## config.mk

```make
export PLATFORM = sky130hd
export DESIGN_NAME = tx_rx_buf_flat
export DESIGN_NICKNAME = d
export VERILOG_FILES = /design/src/rtl/tx_rx_buf_pkg.sv /design/src/rtl/tx_rx_buf_if.sv /design/src/rtl/tx_rx_buf_sync_fifo.sv /design/src/rtl/tx_rx_buf.sv /design/src/flat_wrapper.sv
export SDC_FILE = /design/constraint.sdc
export NUM_CORES = 1
export LEC_CHECK = 0
export BUFFER_PORTS_ARGS = -buffer_cell sky130_fd_sc_hd__buf_4
export CORE_MARGIN = 2
export CORE_UTILIZATION = 61
export CTS_CLUSTER_SIZE = 8
export DETAILED_ROUTE_END_ITERATION = 7
export PLACE_DENSITY = 0.93
export SETUP_SLACK_MARGIN = 0.2
export SYNTH_ARGS = -nofsm -noshare
export SYNTH_HDL_FRONTEND = slang
export SYNTH_SLANG_ARGS = --single-unit
export TNS_END_PERCENT = 10
```

## constraint.sdc

```tcl
create_clock -name clk -period 4.6 [get_ports clk]
set_input_delay 0.23 -clock clk [delete_from_list [all_inputs] [get_ports clk]]
set_output_delay 0.23 -clock clk [all_outputs]
set_load 0.05 [all_outputs]
```

## src/rtl/tx_rx_buf_pkg.sv

```systemverilog
`default_nettype none
// ============================================================================
//  Module      : tx_rx_pkg
//  Description : Shared defaults, level-width helper and producer register
//                type for the tx_rx_buf link block.
//  Revision    : 1.0 - initial release
// ============================================================================
package tx_rx_pkg;

    localparam int N_DEF     = 4;
    localparam int DEPTH_DEF = 4;
    localparam int DW_DEF    = 8;

    // Occupancy needs to represent 0..DEPTH inclusive.
    function automatic int lvl_width(input int depth);
        return $clog2(depth + 1);
    endfunction

    // Producer holding register at the default word width.
    typedef struct packed {
        logic              valid;
        logic [N_DEF-1:0]  data;
    } prod_reg_t;

endpackage
`default_nettype wire

```

## src/rtl/tx_rx_buf_if.sv

```systemverilog
`default_nettype none
// ============================================================================
//  Module      : tx_rx_buf_if
//  Description : Source/sink-facing signal bundle of tx_rx_buf. The slave
//                modport is the buffer itself, master is its environment.
//  Revision    : 1.0 - initial release
// ============================================================================
interface tx_rx_buf_if
    import tx_rx_pkg::*;
#(
    parameter int N     = N_DEF,
    parameter int DEPTH = DEPTH_DEF,
    parameter int DW    = DW_DEF
);
    logic                          tx;
    logic                          busy;
    logic [N-1:0]                  rx_data;
    logic                          rx_valid;
    logic [lvl_width(DEPTH)-1:0]   level;
    logic                          full;
    logic                          empty;
    logic [DW-1:0]                 drop_cnt;

    modport slave (
        input  tx, busy,
        output rx_data, rx_valid, level, full, empty, drop_cnt
    );

    modport master (
        output tx, busy,
        input  rx_data, rx_valid, level, full, empty, drop_cnt
    );
endinterface
`default_nettype wire

```

## src/rtl/tx_rx_buf_sync_fifo.sv

```systemverilog
`default_nettype none
// ============================================================================
//  Module      : sync_fifo
//  Description : DEPTH-entry synchronous FIFO with wrap-bit pointers.
//                Read data is the current head word (combinational).
//  Revision    : 1.0 - initial release
// ============================================================================
module sync_fifo
    import tx_rx_pkg::*;
#(
    parameter int N     = N_DEF,
    parameter int DEPTH = DEPTH_DEF
) (
    input  wire logic                          clk,
    input  wire logic                          rst,
    input  wire logic                          push,
    input  wire logic [N-1:0]                  wdata,
    input  wire logic                          pop,
    output logic      [N-1:0]                  rdata,
    output logic                               full,
    output logic                               empty,
    output logic      [lvl_width(DEPTH)-1:0]   level
);
    localparam int AW = $clog2(DEPTH);
    localparam int LW = lvl_width(DEPTH);

    logic [N-1:0] r_mem [DEPTH];
    logic [AW:0]  r_wptr;
    logic [AW:0]  r_rptr;
    logic         w_do_push;
    logic         w_do_pop;
    logic [AW:0]  w_diff;

    // A push into a full FIFO is refused even when a pop happens alongside.
    assign w_do_push = push & ~full;
    assign w_do_pop  = pop & ~empty;

    assign empty  = (r_wptr == r_rptr);
    assign full   = (r_wptr[AW] != r_rptr[AW]) && (r_wptr[AW-1:0] == r_rptr[AW-1:0]);
    assign w_diff = r_wptr - r_rptr;
    assign level  = LW'(w_diff);
    assign rdata  = r_mem[r_rptr[AW-1:0]];

    // Pointer advance; both move when push and pop coincide.
    always_ff @(posedge clk or posedge rst) begin
        if (rst) begin
            r_wptr <= '0;
            r_rptr <= '0;
        end else begin
            if (w_do_push) r_wptr <= r_wptr + 1'b1;
            if (w_do_pop)  r_rptr <= r_rptr + 1'b1;
        end
    end

    // Storage write; contents need no reset since pointers gate visibility.
    always_ff @(posedge clk) begin
        if (w_do_push) r_mem[r_wptr[AW-1:0]] <= wdata;
    end
endmodule
`default_nettype wire

```

## src/rtl/tx_rx_buf.sv

```systemverilog
`default_nettype none
// ============================================================================
//  Module      : tx_rx_buf
//  Description : Strobe-driven word producer feeding a FIFO that a
//                busy-throttled consumer drains; counts dropped strobes.
//  Revision    : 1.0 - initial release
// ============================================================================
module tx_rx_buf
    import tx_rx_pkg::*;
#(
    parameter int N     = N_DEF,
    parameter int DEPTH = DEPTH_DEF,
    parameter int DW    = DW_DEF
) (
    input  wire logic        clk,
    input  wire logic        rst,
    tx_rx_buf_if.slave       bus
);
    typedef struct packed {
        logic          valid;
        logic [N-1:0]  data;
    } prod_t;

    prod_t                         r_prod;
    logic [N-1:0]                  r_gen;
    logic [DW-1:0]                 r_drop;
    logic [N-1:0]                  r_rx_data;
    logic                          r_rx_valid;

    logic                          w_full;
    logic                          w_empty;
    logic [lvl_width(DEPTH)-1:0]   w_level;
    logic [N-1:0]                  w_rdata;
    logic                          w_accept;
    logic                          w_pop;

    // Ready is the registered full flag; no same-cycle bypass on a pop.
    assign w_accept = r_prod.valid & ~w_full;
    assign w_pop    = ~w_empty & ~bus.busy;

    sync_fifo #(
        .N     (N),
        .DEPTH (DEPTH)
    ) u_fifo (
        .clk   (clk),
        .rst   (rst),
        .push  (w_accept),
        .wdata (r_prod.data),
        .pop   (w_pop),
        .rdata (w_rdata),
        .full  (w_full),
        .empty (w_empty),
        .level (w_level)
    );

    // Producer: load a new sequence word when the slot is free or emptying.
    always_ff @(posedge clk or posedge rst) begin
        if (rst) begin
            r_prod <= '0;
            r_gen  <= '0;
        end else if (bus.tx && (!r_prod.valid || w_accept)) begin
            r_prod <= '{valid: 1'b1, data: r_gen};
            r_gen  <= r_gen + N'(1);
        end else if (w_accept) begin
            r_prod.valid <= 1'b0;
        end
    end

    // Saturating count of strobes lost while the held word is stalled.
    always_ff @(posedge clk or posedge rst) begin
        if (rst) begin
            r_drop <= '0;
        end else if (bus.tx && r_prod.valid && !w_accept && (r_drop != '1)) begin
            r_drop <= r_drop + DW'(1);
        end
    end

    // Consumer register: capture the head word on each pop.
    always_ff @(posedge clk or posedge rst) begin
        if (rst) begin
            r_rx_data  <= '0;
            r_rx_valid <= 1'b0;
        end else begin
            r_rx_valid <= w_pop;
            if (w_pop) r_rx_data <= w_rdata;
        end
    end

    assign bus.rx_data  = r_rx_data;
    assign bus.rx_valid = r_rx_valid;
    assign bus.level    = w_level;
    assign bus.full     = w_full;
    assign bus.empty    = w_empty;
    assign bus.drop_cnt = r_drop;
endmodule
`default_nettype wire

```

## src/flat_wrapper.sv

```systemverilog
// flat-port wrapper written by rule: the top's interface ports become plain ports
module tx_rx_buf_flat import tx_rx_pkg::*;
#(
    parameter int N     = N_DEF,
    parameter int DEPTH = DEPTH_DEF,
    parameter int DW    = DW_DEF
)
  (clk, rst, bus_tx, bus_busy, bus_rx_data, bus_rx_valid, bus_level, bus_full, bus_empty, bus_drop_cnt);
  tx_rx_buf_if #(.N(N), .DEPTH(DEPTH), .DW(DW)) bus_i ();
  input  wire logic clk;
  input  wire logic rst;
  input wire logic [$bits(bus_i.tx)-1:0] bus_tx;
  input wire logic [$bits(bus_i.busy)-1:0] bus_busy;
  output wire logic [$bits(bus_i.rx_data)-1:0] bus_rx_data;
  output wire logic [$bits(bus_i.rx_valid)-1:0] bus_rx_valid;
  output wire logic [$bits(bus_i.level)-1:0] bus_level;
  output wire logic [$bits(bus_i.full)-1:0] bus_full;
  output wire logic [$bits(bus_i.empty)-1:0] bus_empty;
  output wire logic [$bits(bus_i.drop_cnt)-1:0] bus_drop_cnt;
  assign bus_i.tx = bus_tx;
  assign bus_i.busy = bus_busy;
  assign bus_rx_data = bus_i.rx_data;
  assign bus_rx_valid = bus_i.rx_valid;
  assign bus_level = bus_i.level;
  assign bus_full = bus_i.full;
  assign bus_empty = bus_i.empty;
  assign bus_drop_cnt = bus_i.drop_cnt;
  tx_rx_buf #(.N(N), .DEPTH(DEPTH), .DW(DW)) u_core (.clk(clk), .rst(rst), .bus(bus_i));
endmodule
```

==> flow_summary.yaml <==
floorplanning:
  die_w_um: 60.3
  start_util: 0.639
  core.rowCount: 20
  num_io_pins: 22
  dieArea_mm2: 0.00364
  die_h_um: 60.3
  coreArea_mm2: 0.00303
place:
  place.gp.congestion: 0.789
  post-dp-hpwl_um: 2360
  io_buffers: 21
setup_path:
  crit_type: "reg2out"
  start_kind: "flip-flop"
  cp-startpoint: "u_core.u_fifo.r_rptr[0]"
  worstPathRequired_ns: 4.37
  cp_max_fo: 7
  critical-path-max-stage-delay_ns: 0.58
  cp.arrival_ns: 1.96
  r2r_start: "u_core.u_fifo.r_rptr[1]"
  path_cells: "ha_1, inv_1, fa_1, xnor2_1, buf_4"
  critPathCaptureType: "primary output"
  critPathSlowestCell: "dfrtp_1"
run_status:
  status: "finished clean"
yosys:
  synth.distinct_cells: 27
  synth_area_per_cell_um2: 14.7
  synth.ff_latch_count: 44
  yosys_most_used_dff: "dfrtp_1"
  synthCells: 132
  synth_seq_area_share: 0.610
  yosys_warnings: 0
  async_flop_share: 0.636
  synth_edf_count: 16
  syn_nets: 146
  syn_area_mm2: 0.00194
global_routing:
  overflow: 0
  grt_use_total: 0.201
  grt_pass1_wl_um: 5070
  antenna_found_initial: 0
  grt_pass1_vias: 1108
  grt_max_degree: 29
clocking:
  cts_tree: "yes"
  clk_pin_slew_ns: 0.13
  htreeDepth: 2
  holdBufCountCts: 0
  clk_latency_ns: 0.36
  root_buffer: "clkbuf_4"
  cts_setup_buffers: 0
  cts_made_buffers: 5
  cts_sinks: 44
  cts_resized: 0
  cts_max_path_buffers: 2
timing:
  rsz0062_at_grt: "no"
  max-slew-margin-rel: 0.318
  setup-tns-final_ns: 0
  fin_worst_skew_ns: 0.00886
  max_freq_mhz: 457
  final-setup-viol-count: 0
  period_needed_ns: 2.19
  hold_violations: 0
  timing.final.crit_share: 0.476
  tightest_slew_ns: 1.02
  slew_violations: 0
detailed_routing:
  vias: 1082
  ant_nets: 0
  drc: 0
  via_per_inst: 5.33
  dr.first_iter.drc_count: 41
  firstDrtPassIters: 4
  wl_per_cell_um: 15.4
  wirelength_um: 3140
min_path:
  hp-start: "bus_tx"
  hold_class: "in2reg"
final_layout:
  layout-drive-gt1-share: 0.333
  fillers: 189
  n_antenna_cell: 0
  final-seq-area_mm2: 0.00118
  fin_nets: 172
  syn_to_final_growth_pct: 14.8
  multi_input_area_um2: 709
flow_run:
  maxCapViolations: 0
-- cell usage after synthesis, types with 4 or more instances --
| master | instances | area (µm²) |
|---|---|---|
| edfxtp_1 | 16 | 480 |
| dfrtp_1 | 28 | 701 |
| nand2_1 | 10 | 37.5 |
| xor2_1 | 7 | 61.3 |
| inv_1 | 9 | 33.8 |
| nand3_1 | 5 | 25.0 |
| nor3_1 | 4 | 20.0 |
| ha_1 | 9 | 113 |
| and3_1 | 4 | 25.0 |
| mux4_2 | 4 | 90.1 |
| xnor2_1 | 5 | 43.8 |
| mux2_2 | 14 | 158 |
-- flip-flops by register name, indices dropped and copies added, names as in the netlist --
register              count
u_core.bus.drop_cnt       8
u_core.r_gen              4
u_core.u_fifo.r_wptr      3
u_core.r_prod             5
u_core.u_fifo.r_mem      16
u_core.bus.rx_valid       1
u_core.bus.rx_data        4
u_core.u_fifo.r_rptr      3
-- per-layer routing --
layer / vias to the layer above / global-route usage / wire length [µm]
li1: 521 / - / -
met3: 5 / 0.0640 / 106
met5: - / 0 / 0
met2: 24 / 0.328 / 1600
met1: 532 / 0.245 / 1380
met4: 0 / 0.0952 / 55
-- cells in the final DEF (no fill, tap or decap), drive strengths merged, types with 2 or more instances in the layout --
master  instances
nand3           5
clkinv          2
mux4            4
xnor2           5
ha              9
dfrtp          28
nand4           2
and3            4
nor3            4
inv             9
nand2          11
nor2            2
mux2           14
buf            21
edfxtp         16
xor2            8
clkbuf          5
-- kinds of logic after synthesis --
family | Yosys count | share of synthesized area
AO/OA/AOI/OAI | 4 | 0.0200
XOR/XNOR | 13 | 0.0627
adder cells (fa/ha/maj) | 10 | 0.0685
buffers and inverters | 11 | 0.0233
flip-flops | 44 | 0.610
multiplexers | 18 | 0.128
AND/OR/NAND/NOR | 32 | 0.0873
-- critical path: cells and delay by family, from the launching register on --
family	cells	cell delay, ns
flip-flops	1	0.58
buffers and inverters	2	0.27
XOR/XNOR	1	0.16
adder cells (fa/ha/maj)	2	0.59
-- final cells by class --
type,instances,share of cell area
flip-flops and latches,44,0.532
multi-input cells,77,0.319
repair buffers,21,0.0709
well taps,44,0.0248
clock inverters,3,0.0214
clock buffers,5,0.0169
inverters,9,0.0152
-- path summary, 6_finish.rpt --
path,slack [ns],endpoint,cells past startpoint
min in group asynchronous,0.11,u_core.bus.drop_cnt[5],2
worst min register to register,0.48,u_core.r_gen[3],1
worst min-delay path,0.09,u_core.r_prod[4],2
max in group asynchronous,3.87,u_core.bus.drop_cnt[1],2
worst max-delay path,2.41,bus_level[2],5
worst max register to register,2.51,u_core.bus.drop_cnt[6],6
-- metrics by stage --
step	hold slack, ns	worst slack (ns)	cell area (µm²)	utilization	cells
after global placement	0.434	2.68	2140	0.706	195
after floorplan	0.295	2.48	1940	-	132
after detailed placement	0.461	2.53	2140	0.706	195
final	0.0903	2.41	2220	0.734	203
after global routing	0.0767	2.29	2220	0.734	203
after CTS	0.0764	2.40	2220	0.734	203
Power is left out: the tool's default activity adds up to more than one toggle a clock period on the data nets, which glitch-free logic cannot reach.
